## src/rtl/uart_pkg.sv

```systemverilog
// Shared definitions for the terminal UART: FSM states, frame shape and the
// baud divisor helper used by both transmit and (later) receive paths.
package uart_pkg;

  typedef enum logic [1:0] {
    IDLE  = 2'd0,
    START = 2'd1,
    DATA  = 2'd2,
    STOP  = 2'd3
  } tx_state_e;

  localparam int DATA_BITS = 8;
  localparam int STOP_BITS = 1;

  // Rounded clock-per-bit divisor.
  function automatic int baud_div(input int clk_hz, input int baud);
    return (clk_hz + baud / 2) / baud;
  endfunction

endpackage

```

## src/rtl/uart_sync_fifo.sv

```systemverilog
// Single-clock FIFO with registered full/empty/level flags; a push into a
// full FIFO is accepted when a pop happens on the same edge.
module uart_sync_fifo #(
  parameter int WIDTH = 8,
  parameter int DEPTH = 8
) (
  input  logic                     clk,
  input  logic                     rst_n,
  input  logic                     wr_en,
  input  logic [WIDTH-1:0]         wr_data,
  input  logic                     rd_en,
  output logic [WIDTH-1:0]         rd_data,
  output logic                     full,
  output logic                     empty,
  output logic [$clog2(DEPTH):0]   level
);

  localparam int AW = $clog2(DEPTH);

  logic [WIDTH-1:0] mem [DEPTH];
  logic [AW-1:0]    wr_ptr_q, wr_ptr_d;
  logic [AW-1:0]    rd_ptr_q, rd_ptr_d;
  logic [AW:0]      count_q, count_d;
  logic             full_q, full_d;
  logic             empty_q, empty_d;
  logic             push, pop;

  assign pop  = rd_en && !empty_q;
  assign push = wr_en && (!full_q || pop);

  always_comb begin
    wr_ptr_d = push ? wr_ptr_q + 1'b1 : wr_ptr_q;
    rd_ptr_d = pop  ? rd_ptr_q + 1'b1 : rd_ptr_q;
    case ({push, pop})
      2'b10:   count_d = count_q + 1'b1;
      2'b01:   count_d = count_q - 1'b1;
      default: count_d = count_q;
    endcase
    full_d  = (count_d == (AW+1)'(DEPTH));
    empty_d = (count_d == '0);
  end

  always_ff @(posedge clk or negedge rst_n) begin
    if (!rst_n) begin
      wr_ptr_q <= '0;
      rd_ptr_q <= '0;
      count_q  <= '0;
      full_q   <= 1'b0;
      empty_q  <= 1'b1;
    end else begin
      wr_ptr_q <= wr_ptr_d;
      rd_ptr_q <= rd_ptr_d;
      count_q  <= count_d;
      full_q   <= full_d;
      empty_q  <= empty_d;
    end
  end

  // Storage carries no reset; validity is tracked entirely by the pointers.
  always_ff @(posedge clk) begin
    if (push) mem[wr_ptr_q] <= wr_data;
  end

  assign rd_data = mem[rd_ptr_q];
  assign full    = full_q;
  assign empty   = empty_q;
  assign level   = count_q;

endmodule

```

## src/rtl/uart_tx_engine.sv

```systemverilog
// UART transmitter: byte FIFO feeding an 8N1 serialiser, with sticky overrun
// and an end-of-traffic pulse for the status register and IRQ.
module uart_tx_engine
  import uart_pkg::*;
#(
  parameter int CLK_HZ     = 88_670_000,
  parameter int BAUD       = 115_200,
  parameter int FIFO_DEPTH = 8
) (
  input  logic                          clk,
  input  logic                          reset,
  input  logic [7:0]                    i_wr_data,
  input  logic                          i_wr_stb,
  input  logic                          i_enable,
  input  logic                          i_clr_overrun,
  output logic                          o_tx,
  output logic                          o_full,
  output logic                          o_empty,
  output logic [$clog2(FIFO_DEPTH):0]   o_level,
  output logic                          o_busy,
  output logic                          o_overrun,
  output logic                          o_done
);

  localparam int DIV   = baud_div(CLK_HZ, BAUD);
  localparam int CNT_W = (DIV > 1) ? $clog2(DIV) : 1;
  localparam int IDX_W = $clog2(DATA_BITS);
  localparam logic [CNT_W-1:0] CNT_LAST  = CNT_W'(DIV - 1);
  localparam logic [IDX_W-1:0] DATA_LAST = IDX_W'(DATA_BITS - 1);
  localparam logic [IDX_W-1:0] STOP_LAST = IDX_W'(STOP_BITS - 1);

  tx_state_e        state_q, state_d;
  logic [CNT_W-1:0] cnt_q, cnt_d;
  logic [IDX_W-1:0] bit_idx_q, bit_idx_d;
  logic [7:0]       shift_q, shift_d;
  logic             tx_q, tx_d;
  logic             busy_q, busy_d;
  logic             done_q, done_d;
  logic             overrun_q, overrun_d;

  logic             pop;
  logic             bit_end;
  logic             start_ok;
  logic [7:0]       fifo_rd_data;
  logic             fifo_full, fifo_empty;

  uart_sync_fifo #(
    .WIDTH (8),
    .DEPTH (FIFO_DEPTH)
  ) u_fifo (
    .clk     (clk),
    .rst_n   (reset),
    .wr_en   (i_wr_stb),
    .wr_data (i_wr_data),
    .rd_en   (pop),
    .rd_data (fifo_rd_data),
    .full    (fifo_full),
    .empty   (fifo_empty),
    .level   (o_level)
  );

  assign bit_end  = (cnt_q == CNT_LAST);
  assign start_ok = !fifo_empty && i_enable;

  always_comb begin
    state_d   = state_q;
    cnt_d     = cnt_q;
    bit_idx_d = bit_idx_q;
    shift_d   = shift_q;
    tx_d      = tx_q;
    done_d    = 1'b0;
    pop       = 1'b0;
    case (state_q)
      IDLE: begin
        if (start_ok) begin
          pop     = 1'b1;
          shift_d = fifo_rd_data;
          tx_d    = 1'b0;
          cnt_d   = '0;
          state_d = START;
        end
      end
      START: begin
        cnt_d = cnt_q + 1'b1;
        if (bit_end) begin
          cnt_d     = '0;
          bit_idx_d = '0;
          tx_d      = shift_q[0];
          state_d   = DATA;
        end
      end
      DATA: begin
        cnt_d = cnt_q + 1'b1;
        if (bit_end) begin
          cnt_d = '0;
          if (bit_idx_q == DATA_LAST) begin
            bit_idx_d = '0;
            tx_d      = 1'b1;
            state_d   = STOP;
          end else begin
            bit_idx_d = bit_idx_q + 1'b1;
            shift_d   = {1'b0, shift_q[7:1]};
            tx_d      = shift_q[1];
          end
        end
      end
      STOP: begin
        cnt_d = cnt_q + 1'b1;
        if (bit_end) begin
          cnt_d = '0;
          if (bit_idx_q != STOP_LAST) begin
            bit_idx_d = bit_idx_q + 1'b1;
          end else if (start_ok) begin
            // Chain straight into the next start bit: no idle gap.
            pop     = 1'b1;
            shift_d = fifo_rd_data;
            tx_d    = 1'b0;
            state_d = START;
          end else begin
            done_d  = fifo_empty;
            state_d = IDLE;
          end
        end
      end
      default: begin
        tx_d    = 1'b1;
        state_d = IDLE;
      end
    endcase
    busy_d = (state_d != IDLE);
  end

  // A dropped write outranks a simultaneous clear.
  always_comb begin
    overrun_d = overrun_q;
    if (i_wr_stb && fifo_full && !pop) overrun_d = 1'b1;
    else if (i_clr_overrun)            overrun_d = 1'b0;
  end

  always_ff @(posedge clk or negedge reset) begin
    if (!reset) begin
      state_q   <= IDLE;
      cnt_q     <= '0;
      bit_idx_q <= '0;
      shift_q   <= '0;
      tx_q      <= 1'b1;
      busy_q    <= 1'b0;
      done_q    <= 1'b0;
      overrun_q <= 1'b0;
    end else begin
      state_q   <= state_d;
      cnt_q     <= cnt_d;
      bit_idx_q <= bit_idx_d;
      shift_q   <= shift_d;
      tx_q      <= tx_d;
      busy_q    <= busy_d;
      done_q    <= done_d;
      overrun_q <= overrun_d;
    end
  end

  assign o_tx      = tx_q;
  assign o_busy    = busy_q;
  assign o_done    = done_q;
  assign o_overrun = overrun_q;
  assign o_full    = fifo_full;
  assign o_empty   = fifo_empty;

endmodule

```

## config.mk

```make
export PLATFORM = sky130hd
export DESIGN_NAME = uart_tx_engine
export DESIGN_NICKNAME = d
export VERILOG_FILES = /design/src/rtl/uart_pkg.sv /design/src/rtl/uart_sync_fifo.sv /design/src/rtl/uart_tx_engine.sv
export SDC_FILE = /design/constraint.sdc
export NUM_CORES = 1
export LEC_CHECK = 0
export CORE_MARGIN = 1
export CORE_UTILIZATION = 30
export CTS_BUF_LIST = sky130_fd_sc_hd__clkbuf_8
export DETAILED_ROUTE_END_ITERATION = 7
export GPL_ROUTABILITY_DRIVEN = 0
export GPL_TIMING_DRIVEN = 0
export MAX_ROUTING_LAYER = met4
export PLACE_DENSITY = 0.57
export SLEW_MARGIN = 20
export SYNTH_ARGS = -nofsm -noshare
export SYNTH_HDL_FRONTEND = slang
export SYNTH_HIERARCHICAL = 1
export SYNTH_SLANG_ARGS = --single-unit
```

## constraint.sdc

```tcl
create_clock -name clk -period 5.14 [get_ports clk]
set_clock_uncertainty 0.1 [all_clocks]
set_input_delay 1.542 -clock clk [delete_from_list [all_inputs] [get_ports clk]]
set_output_delay 1.542 -clock clk [all_outputs]
set_load 0.02 [all_outputs]
```

==> metrics.cfg <==
[run_status]
status = finished clean

[clock_network]
cts_num_sinks = 103
clockBufferDepth = 2
cts_made_buffers = 9
post_cts_resize_count = 0
cts_htree_levels = 3
cts_hold_buffers = 0
clkSlewWorstSetupHoldPaths_ns = 0.10
cts_tree = done
cts_root_buffer = clkbuf_8
clk_latency_ns = 0.38
cts_setup_buffers = 0

[sta]
fin_crit_ns = 4.52
finalHoldViolCount = 0
min_period_over_period_pct = 88.0
rsz0062_at_grt = false
setup_tns_ns = 0
whs_ns = 0.414
slew_headroom_pct = 35.1
drv_slew = 0
worstMarginPinSlew_ns = 0.968
setup_viol = 0
fmax_mhz = 221

[critical_path]
path_buf_inv = 3
critPathLaunchType = primary input
cp_common_cell = ha_1
crit_path_max_fanout = 6
slowest_delay_ns = 0.49
critical_path_class = primary input to flop
setup.worst_path.end_class = flop
cp_slowest_cell = clkdlybuf4s50_1
rrSetupSlack_ns = 0.97
crit_arrival_ns = 4.71
crit_path_cell_trace = clkdlybuf4s50_1 > nand2b_1 > nor3_1 > nor2b_1 > clkbuf_1 > o21a_1 > inv_1 > ha_1 > xor2_1 > ha_1 > a21oi_1 > xnor2_1 > a211o_1 > a211oi_1
required_ns = 5.33
cp_top_family = compound AO/OA/AOI/OAI gates

[route]
avgRoutedWirePerCell_um = 15.1
drc = 0
drtIter0Drc = 243
ant_nets = 0
via_per_inst = 4.80
dr.pass1.iters = 4
vias = 2726
routed_wl_um = 8590

[floorplanning]
coreArea_mm2 = 0.0153
dieWidth_um = 128
die_y_um = 128
pin_count = 23
dieArea_mm2 = 0.0163
initial_core_util_pct = 30.9
core.rowCount = 45

[global_routing]
overflow = 0
grt_max_degree = 30
grtUsageTotal_pct = 12.0
antenna_found_initial = 0
grt_pass1_wl_um = 14300
grt_pass1_vias = 2717

[power_and_ir_drop]
leakage_nw = 2.00
powerDensity_mw_per_mm2 = 346
ir_drop_uv = 228

[yosys]
avgSynthCellArea_um2 = 14.9
synth_nets = 347
seq_area_frac_synth_pct = 61.2
postSynthCellCount = 319
ys_warn_count = 6
yosys_most_used_dff = edfxtp_1
ys_seq_elements = 103
synth_cell_types = 51
synth_edf_count = 64
syn_area_mm2 = 0.00474
async_reset_ff_share_pct = 37.9

[placed_design]
io_buffers = 22
dp_hpwl_um = 5790
place_inst = 553

[run]
max_cap_viol_count = 0

[final_layout]
stdcell_count = 568
diodes = 0
area_delta_synth_final_pct = 14.6
layout-drive-gt1-share_pct = 15.7
fin_nets = 381

[worst_hold_path]
min_path_type = flop to flop

[per-layer routing]
layer	GRT usage (%)	part of all wire (%)	vias up	wire, um
li1	-	-	1296	-
met1	14.7	46	1369	3980
met2	19.4	48	50	4150
met3	3.46	4.0	11	341
met4	3.74	1.4	0	119
met5	-	0	-	0
[cells by family (layout without fill, tap and decap cells)]
kind of cell / count (synthesis) / count (layout) / share of synthesized area, %
adders and majority gates: 15 / 15 / 3.96
xor gates and xnor gates: 6 / 6 / 1.11
AOI/OAI and AO/OA: 52 / 52 / 7.08
and+or+nand+nor: 76 / 76 / 8.69
DFF: 103 / 103 / 61.2
muxes: 45 / 45 / 15.7
buffers and inverters: 22 / 60 / 2.27
[state kept, by name, indices dropped and copies added, names as in the netlist]
register,flops
u_fifo/full,1
u_fifo/empty,1
u_fifo/wr_ptr_q,3
o_done,1
o_overrun,1
u_fifo/level,4
o_busy,1
shift_q,8
u_fifo/mem,64
bit_idx_q,3
state_q,2
u_fifo/rd_ptr_q,3
o_tx,1
cnt_q,10
[synthesized netlist by cell type, drive strengths merged, types with 2 or more instances]
cell | number | share of area, %
a211o | 2 | 0.37
o21ai | 20 | 2.1
clkbuf | 5 | 0.40
and3 | 4 | 0.55
xor2 | 2 | 0.37
nor2 | 12 | 0.95
mux2i | 3 | 0.63
a2bb2oi | 2 | 0.37
buf | 4 | 0.84
o21a | 2 | 0.32
a31oi | 2 | 0.26
inv | 13 | 1.0
nand2b | 8 | 1.1
xnor2 | 4 | 0.74
o31ai | 5 | 0.79
o22ai | 2 | 0.26
and3b | 2 | 0.37
dfrtp | 37 | 20
ha | 15 | 4.0
a21oi | 7 | 0.74
mux4 | 16 | 8.9
dfstp | 2 | 1.1
nor2b | 6 | 0.79
nand3 | 6 | 0.63
a32oi | 2 | 0.37
nand2 | 22 | 1.7
nor3 | 7 | 0.98
mux2 | 26 | 6.2
nand4 | 2 | 0.40
edfxtp | 64 | 41
nor4 | 2 | 0.40
[worst reg2reg max path, cell delays in order, from the launching register on]
cell,delay (ns)
dfrtp_1,0.42
inv_1,0.08
ha_1,0.13
nor3b_1,0.36
and4_2,0.36
a21oi_1,0.10
nor3_1,0.25
nor2b_1,0.17
clkbuf_1,0.28
o21a_1,0.25
inv_1,0.11
ha_1,0.26
xor2_1,0.18
ha_1,0.19
a21oi_1,0.15
xnor2_1,0.12
a211o_1,0.32
a211oi_1,0.25
[metrics by stage]
step | instance area [um2] | power (mW) | util (%) | setup slack [ns]
6_report | 5430 | 1.88 | 35.4 | 0.615
2_1_floorplan | 4740 | 1.28 | - | 1.18
3_5_place_dp | 5250 | 1.43 | 34.3 | 0.228
5_1_grt | 5430 | 1.98 | 35.4 | 0.387
4_1_cts | 5430 | 1.91 | 35.4 | 0.612
3_3_place_gp | 5220 | 1.41 | 34.1 | 0.244
[final timing paths]
| kind | startpoint | endpoint | cells past startpoint |
|---|---|---|---|
| max in group asynchronous | reset | u_fifo/empty | 2 |
| worst min register to register | shift_q[6] | shift_q[6] | 1 |
| worst max register to register | cnt_q[1] | u_fifo/empty | 17 |
| worst max-delay path | i_enable | u_fifo/empty | 14 |
| worst min-delay path | shift_q[6] | shift_q[6] | 1 |
| min in group asynchronous | reset | cnt_q[6] | 1 |
[where the power goes]
part	switching (mW)	internal, mW	leakage (nW)
registers	0.0607	0.996	1.08
clock network	0.296	0.183	0.0904
logic	0.186	0.159	0.827
total	0.543	1.34	2.00
[placed cells by master, fill, tap and decap left out, types with 3 or more instances in the layout]
master and instances:
edfxtp_1 64, dfrtp_1 37, mux2_2 26, nand2_1 22, clkdlybuf4s50_1 21, o21ai_0 20
mux4_1 16, ha_1 15, inv_1 13, nor2_1 12, clkbuf_8 9, nand2b_1 8
a21oi_1 7, nor2b_1 6, nand3_1 6, clkbuf_1 5, o31ai_1 5, nor3_1 4
xnor2_1 4, and3_1 3, mux2i_1 3
[final cells by class]
cell class	instances	area [um2]
Fill cell	1495	9890
Sequential cell	103	2900
Multi-Input combinational cell	194	1740
Tap cell	211	264
Timing Repair Buffer	23	235
Clock buffer	9	124
Buffer	9	58.8
Clock inverter	6	57.6
Inverter	13	48.8
(Power assumes the default switching activity.)
